--- src/rtl/microcode_sequencer_if.sv ---
// Bus between the microcode sequencer, its instruction register / step controls,
// the microcode ROM and the datapath.
interface microcode_sequencer_if #(
    parameter int OPCODE_WIDTH = 4,
    parameter int STEP_WIDTH   = 3,
    parameter int CTRL_WIDTH   = 16
);
    logic [OPCODE_WIDTH-1:0]            i_opcode;
    logic                               i_mode;
    logic                               i_step;
    logic [CTRL_WIDTH-1:0]              i_rom_data;
    logic                               o_rom_re;
    logic [OPCODE_WIDTH+STEP_WIDTH-1:0] o_rom_addr;
    logic [CTRL_WIDTH-1:0]              o_ctrl;
    logic [STEP_WIDTH-1:0]              o_step;
    logic                               o_halted;

    modport slave (
        input  i_opcode, i_mode, i_step, i_rom_data,
        output o_rom_re, o_rom_addr, o_ctrl, o_step, o_halted
    );

    modport master (
        output i_opcode, i_mode, i_step, i_rom_data,
        input  o_rom_re, o_rom_addr, o_ctrl, o_step, o_halted
    );
endinterface

--- src/rtl/microcode_sequencer.sv ---
// Microcode sequencer: walks {opcode, step} through a zero-latency control ROM,
// free-running or single-stepped, until a halt word parks it until reset.
//
//   state   | meaning
//   --------+------------------------------------------------------------
//   ST_RUN  | ROM read enabled, control word passed to datapath, step advances
//   ST_HALT | halt word seen; outputs idle, only reset leaves this state
module microcode_sequencer #(
    parameter int OPCODE_WIDTH = 4,
    parameter int STEP_WIDTH   = 3,
    parameter int CTRL_WIDTH   = 16,
    parameter int HLT_BIT      = 15,
    parameter int NXT_BIT      = 0
) (
    input  logic                  i_clk,
    input  logic                  i_rst,
    microcode_sequencer_if.slave  bus
);
    typedef enum logic {ST_RUN, ST_HALT} state_t;

    localparam logic [STEP_WIDTH-1:0] STEP_MAX = {STEP_WIDTH{1'b1}};

    state_t                r_state;
    logic [STEP_WIDTH-1:0] r_step;
    logic                  r_step_q;

    state_t                w_state_nxt;
    logic [STEP_WIDTH-1:0] w_step_nxt;
    logic                  w_advance;

    // Single-step mode advances only on a rising edge of the manual step level.
    assign w_advance = bus.i_mode ? (bus.i_step & ~r_step_q) : 1'b1;

    always_ff @(posedge i_clk) begin
        if (i_rst) begin
            r_state  <= ST_RUN;
            r_step   <= '0;
            r_step_q <= 1'b1;
        end else begin
            r_state  <= w_state_nxt;
            r_step   <= w_step_nxt;
            r_step_q <= bus.i_step;
        end
    end

    always_comb begin
        w_state_nxt    = r_state;
        w_step_nxt     = r_step;
        bus.o_rom_re   = 1'b0;
        bus.o_ctrl     = '0;
        bus.o_rom_addr = {bus.i_opcode, r_step};
        bus.o_step     = r_step;
        bus.o_halted   = 1'b0;
        unique case (r_state)
            ST_RUN: begin
                bus.o_rom_re = 1'b1;
                bus.o_ctrl   = bus.i_rom_data;
                if (w_advance) begin
                    if (bus.i_rom_data[HLT_BIT]) begin
                        w_state_nxt = ST_HALT;
                    end else if (bus.i_rom_data[NXT_BIT]) begin
                        w_step_nxt = '0;
                    end else if (r_step == STEP_MAX) begin
                        w_step_nxt = '0;
                    end else begin
                        w_step_nxt = r_step + 1'b1;
                    end
                end
            end
            ST_HALT: begin
                bus.o_halted = 1'b1;
            end
            default: begin
                w_state_nxt = ST_RUN;
            end
        endcase
    end
endmodule

--- src/flat_wrapper.sv ---
// flat-port wrapper written by rule: the top's interface ports become plain ports
module microcode_sequencer_flat 
#(
    parameter int OPCODE_WIDTH = 4,
    parameter int STEP_WIDTH   = 3,
    parameter int CTRL_WIDTH   = 16,
    parameter int HLT_BIT      = 15,
    parameter int NXT_BIT      = 0
)
  (i_clk, i_rst, bus_i_opcode, bus_i_mode, bus_i_step, bus_i_rom_data, bus_o_rom_re, bus_o_rom_addr, bus_o_ctrl, bus_o_step, bus_o_halted);
  microcode_sequencer_if #(.OPCODE_WIDTH(OPCODE_WIDTH), .STEP_WIDTH(STEP_WIDTH), .CTRL_WIDTH(CTRL_WIDTH)) bus_i ();
  input  logic i_clk;
  input  logic i_rst;
  input wire logic [$bits(bus_i.i_opcode)-1:0] bus_i_opcode;
  input wire logic [$bits(bus_i.i_mode)-1:0] bus_i_mode;
  input wire logic [$bits(bus_i.i_step)-1:0] bus_i_step;
  input wire logic [$bits(bus_i.i_rom_data)-1:0] bus_i_rom_data;
  output wire logic [$bits(bus_i.o_rom_re)-1:0] bus_o_rom_re;
  output wire logic [$bits(bus_i.o_rom_addr)-1:0] bus_o_rom_addr;
  output wire logic [$bits(bus_i.o_ctrl)-1:0] bus_o_ctrl;
  output wire logic [$bits(bus_i.o_step)-1:0] bus_o_step;
  output wire logic [$bits(bus_i.o_halted)-1:0] bus_o_halted;
  assign bus_i.i_opcode = bus_i_opcode;
  assign bus_i.i_mode = bus_i_mode;
  assign bus_i.i_step = bus_i_step;
  assign bus_i.i_rom_data = bus_i_rom_data;
  assign bus_o_rom_re = bus_i.o_rom_re;
  assign bus_o_rom_addr = bus_i.o_rom_addr;
  assign bus_o_ctrl = bus_i.o_ctrl;
  assign bus_o_step = bus_i.o_step;
  assign bus_o_halted = bus_i.o_halted;
  microcode_sequencer #(.OPCODE_WIDTH(OPCODE_WIDTH), .STEP_WIDTH(STEP_WIDTH), .CTRL_WIDTH(CTRL_WIDTH), .HLT_BIT(HLT_BIT), .NXT_BIT(NXT_BIT)) u_core (.i_clk(i_clk), .i_rst(i_rst), .bus(bus_i));
endmodule
--- config.mk ---
export PLATFORM = sky130hd
export DESIGN_NAME = microcode_sequencer_flat
export DESIGN_NICKNAME = d
export VERILOG_FILES = /design/src/rtl/microcode_sequencer_if.sv /design/src/rtl/microcode_sequencer.sv /design/src/flat_wrapper.sv
export SDC_FILE = /design/constraint.sdc
export NUM_CORES = 1
export LEC_CHECK = 0
export ABC_CLOCK_PERIOD_IN_PS = 2720
export CAP_MARGIN = 20
export CELL_PAD_IN_SITES_DETAIL_PLACEMENT = 0
export CELL_PAD_IN_SITES_GLOBAL_PLACEMENT = 2
export CORE_ASPECT_RATIO = 0.8
export CORE_UTILIZATION = 12
export CTS_CLUSTER_DIAMETER = 120
export DETAILED_ROUTE_END_ITERATION = 6
export GPL_ROUTABILITY_DRIVEN = 0
export GPL_TIMING_DRIVEN = 0
export PLACE_DENSITY = 0.79
export SLEW_MARGIN = 20
export SYNTH_ARGS = -nofsm -noshare
export SYNTH_HDL_FRONTEND = slang
export SYNTH_SLANG_ARGS = --single-unit
--- constraint.sdc ---
create_clock -name i_clk -period 2.72 [get_ports i_clk]
set_clock_uncertainty 0.1 [all_clocks]
set_input_delay 0.544 -clock i_clk [delete_from_list [all_inputs] [get_ports i_clk]]
set_output_delay 0.544 -clock i_clk [all_outputs]
set_load 0.02 [all_outputs]
==> impl_metrics.ini <==
[global_route]
grt_start_max_net_pins = 12
antenna_found_initial = 0
track_usage = 0.0696
wire_length_of_the_first_global_routing_pass_um = 1970
grt_overflow_total = 0
grt_pass1_vias = 437

[routing]
viasPerCell = 3.61
detail_route.iter0.violations = 3
drcViolationCount = 0
vias = 502
detailedRoute.firstPassIterationCount = 3
detailed_route_wire_length_per_cell_um = 9.49
count_of_nets_left_with_antenna_violations_after_detail_routing = 0
wl_um = 1320

[cts]
tritoncts = yes
cts.htree.levels = 1
worstSkewPairLatency_ns = 0.23
maximum_buffer_depth_of_the_clock_tree = 2
cts.clk_slew.worst_paths_ns = 0.04
numCtsBuffers = 3
clkSinkCount = 5
cts_hold_buffers = 0
post_cts_resize_count = 0
clockRootBuffer = sky130_fd_sc_hd__clkbuf_8
postCtsSetupBuffers = 0

[timing]
relSlewSlack = 0.744
setup_viol = 0
fmax_mhz = 403
final-max-slew-violation-count = 0
grt_setup_unrepaired = no
finalHoldWorstSlack_ns = 0.420
setup_total_negative_slack_ns = 0
layout_worst_path_cycle_share = 0.913
tightestPinTransition_ns = 0.384
setup_ws_ns = 0.236
finalWorstPathRequiredPeriod_ns = 2.48
hold_viol_final = 0

[synthesis]
synth_top_area_share = 0.235
synth_top_family_by_area = simple AND/OR/NAND/NOR gates
ys.warnings.count = 0
sequential_share_of_the_synthesized_area = 0.235
mappedNetlistArea_um2 = 425
synthDistinctLibCells = 18
syn_area_per_cell_um2 = 8.86
synth_nets = 74
yosys.area_share.xor_xnor = 0
syn_inst = 48
synth.largest_area_cell = sky130_fd_sc_hd__dfxtp_1
synth_fa_ha_area_frac = 0.0588
yosys-mux-area-fraction = 0.0706
synth-compound-area-share = 0.0882
postSynthRegisterBits = 5
ys_top_cells_by_area = sky130_fd_sc_hd__dfxtp_1 (24%), sky130_fd_sc_hd__nor2b_1 (19%), sky130_fd_sc_hd__buf_4 (12%), sky130_fd_sc_hd__mux2i_1 (7.1%), sky130_fd_sc_hd__ha_1 (5.9%)
yosys.area_share.simple = 0.403

[critical_path]
worst-path-buf-inv = 2
reg2reg_to = u_core.bus.o_step[2]$_SDFFE_PP0P_
critPathMaxStageDelay_ns = 0.62
timing.critical_path.max_delay_family = buffers and inverters
path_cells = clkdlybuf4s50_1, nor2b_1, clkdlybuf4s50_1
crit_path_end_kind = primary output
ff2ff_path_depth = 4
r2r_slack_ns = 1.30
critical_path.max_fanout = 3
worst_ep_arrival_time_ns = 1.84
cell_seen_most_often_among_critical_path_stages = sky130_fd_sc_hd__clkdlybuf4s50_1
critical_path_class = in2out
startpoint_type = input port
cp.depth = 3
reg2reg_from = u_core.bus.o_step[0]$_SDFFE_PP0P_
cp.required_ns = 2.08
timing.critical_path.slowest_stage_cell = sky130_fd_sc_hd__clkdlybuf4s50_1

[power_and_ir_drop]
leakage_nw = 0.397
fin_total_pwr_mw = 0.369
vdd_ir_drop_max_v = 0.0000969
p_per_area_nw_per_um2 = 372

[finish]
n_fill_cell = 331
final_cell_area_um2 = 991
final_util = 0.308
post_route_cells_drive_above_1_share = 0.172
insertedDiodeCount = 0
stdcell_count = 139
design.final.nets = 126
sequential_cell_area_um2 = 100
multi_input_area_um2 = 264
area_growth_pct = 133

[hold_path]
destination_of_the_worst_hold_path = u_core.bus.o_step[2]$_SDFFE_PP0P_
worst_hold_path_type = reg2reg
timing.hold.worst_path_depth = 2
min-delay-start = u_core.bus.o_step[2]$_SDFFE_PP0P_

[run]
cap_violations = 0

[placed_design]
dpl_cell_area_um2 = 946
post-dp-hpwl_um = 1120
pre_cts_slack_ns = 0.225
dpl.cell_count = 135
port_bufs = 47

[die]
std_cell_rows = 18
core-area_um2 = 3220
die_width_um = 68.6
floorplan.io_pins = 52
initial_core_util = 0.132
floorplan.die_area_um2 = 3790
chipHeight_um = 55.3

[outcome]
status = complete, no violations
## registers in the layout (all words and copies together) (netlist names)
name / flops
u_core.r_step_q: 1
u_core.bus.o_step: 3
u_core.r_state: 1
## worst register-to-register path, cell delays in order (launching register included)
cell and delay (ns):
sky130_fd_sc_hd__dfxtp_1 0.33, sky130_fd_sc_hd__ha_1 0.21, sky130_fd_sc_hd__ha_1 0.26, sky130_fd_sc_hd__or3b_1 0.33, sky130_fd_sc_hd__mux2i_1 0.12
## layout make-up
type                       count  area share
sequential                     5       0.101
inverter                       1     0.00379
buffer                         8      0.0581
multi-input combinational     34       0.266
clock buffer                   4      0.0455
timing repair buffer          47       0.475
tap                           40      0.0505
## synth_stat cells (all sizes together)
cell type	number
nor2b	13
mux2i	3
a21boi	1
nor2	2
buf	8
and2b	3
or2b	2
ha	2
inv	1
dfxtp	5
a211oi	1
nand2	2
or3b	1
nand2b	2
o21ba	1
or2	1
## placed cells by master (no fill, tap or decap), drive strengths merged
cell | synthesis | layout
a211oi | 1 | 1
a21boi | 1 | 1
and2b | 3 | 3
buf | 8 | 8
clkbuf | 0 | 4
clkdlybuf4s50 | 0 | 47
dfxtp | 5 | 5
ha | 2 | 2
inv | 1 | 1
mux2i | 3 | 3
nand2 | 2 | 2
nand2b | 2 | 2
nor2 | 2 | 2
nor2b | 13 | 13
o21ba | 1 | 1
or2 | 1 | 1
or2b | 2 | 2
or3b | 1 | 1
## routing by layer
layer / track usage / wire length, µm
met4: 0.0506 / 15
met5: 0 / 0
met3: 0.0165 / 107
met2: 0.118 / 715
met1: 0.0724 / 480
## how the worst max path moves through the flow
| stage | startpoint | to | slack [ns] |
|---|---|---|---|
| floorplan | u_core.r_state$_SDFF_PP0_ | bus_o_ctrl[10] | 1.08 |
| global placement | bus_i_rom_data[15] | bus_o_ctrl[15] | 0.23 |
| detailed placement | bus_i_rom_data[15] | bus_o_ctrl[15] | 0.23 |
| CTS | bus_i_rom_data[15] | bus_o_ctrl[15] | 0.22 |
| global route | bus_i_rom_data[15] | bus_o_ctrl[15] | 0.19 |
| finish | bus_i_rom_data[15] | bus_o_ctrl[15] | 0.24 |
## power breakdown
part           internal, mW  switching [mW]  leakage (nW)
registers            0.0767         0.00476        0.0409
logic                0.0858          0.0606         0.333
clock network         0.101          0.0401        0.0228
## cells by family after synthesis
kind of cell	count (synthesis)
simple gates	26
buf+inv	9
flops	5
compound gates	3
mux	3
fa+ha+maj	2
No activity file was read; power rests on OpenSTA's default activity.
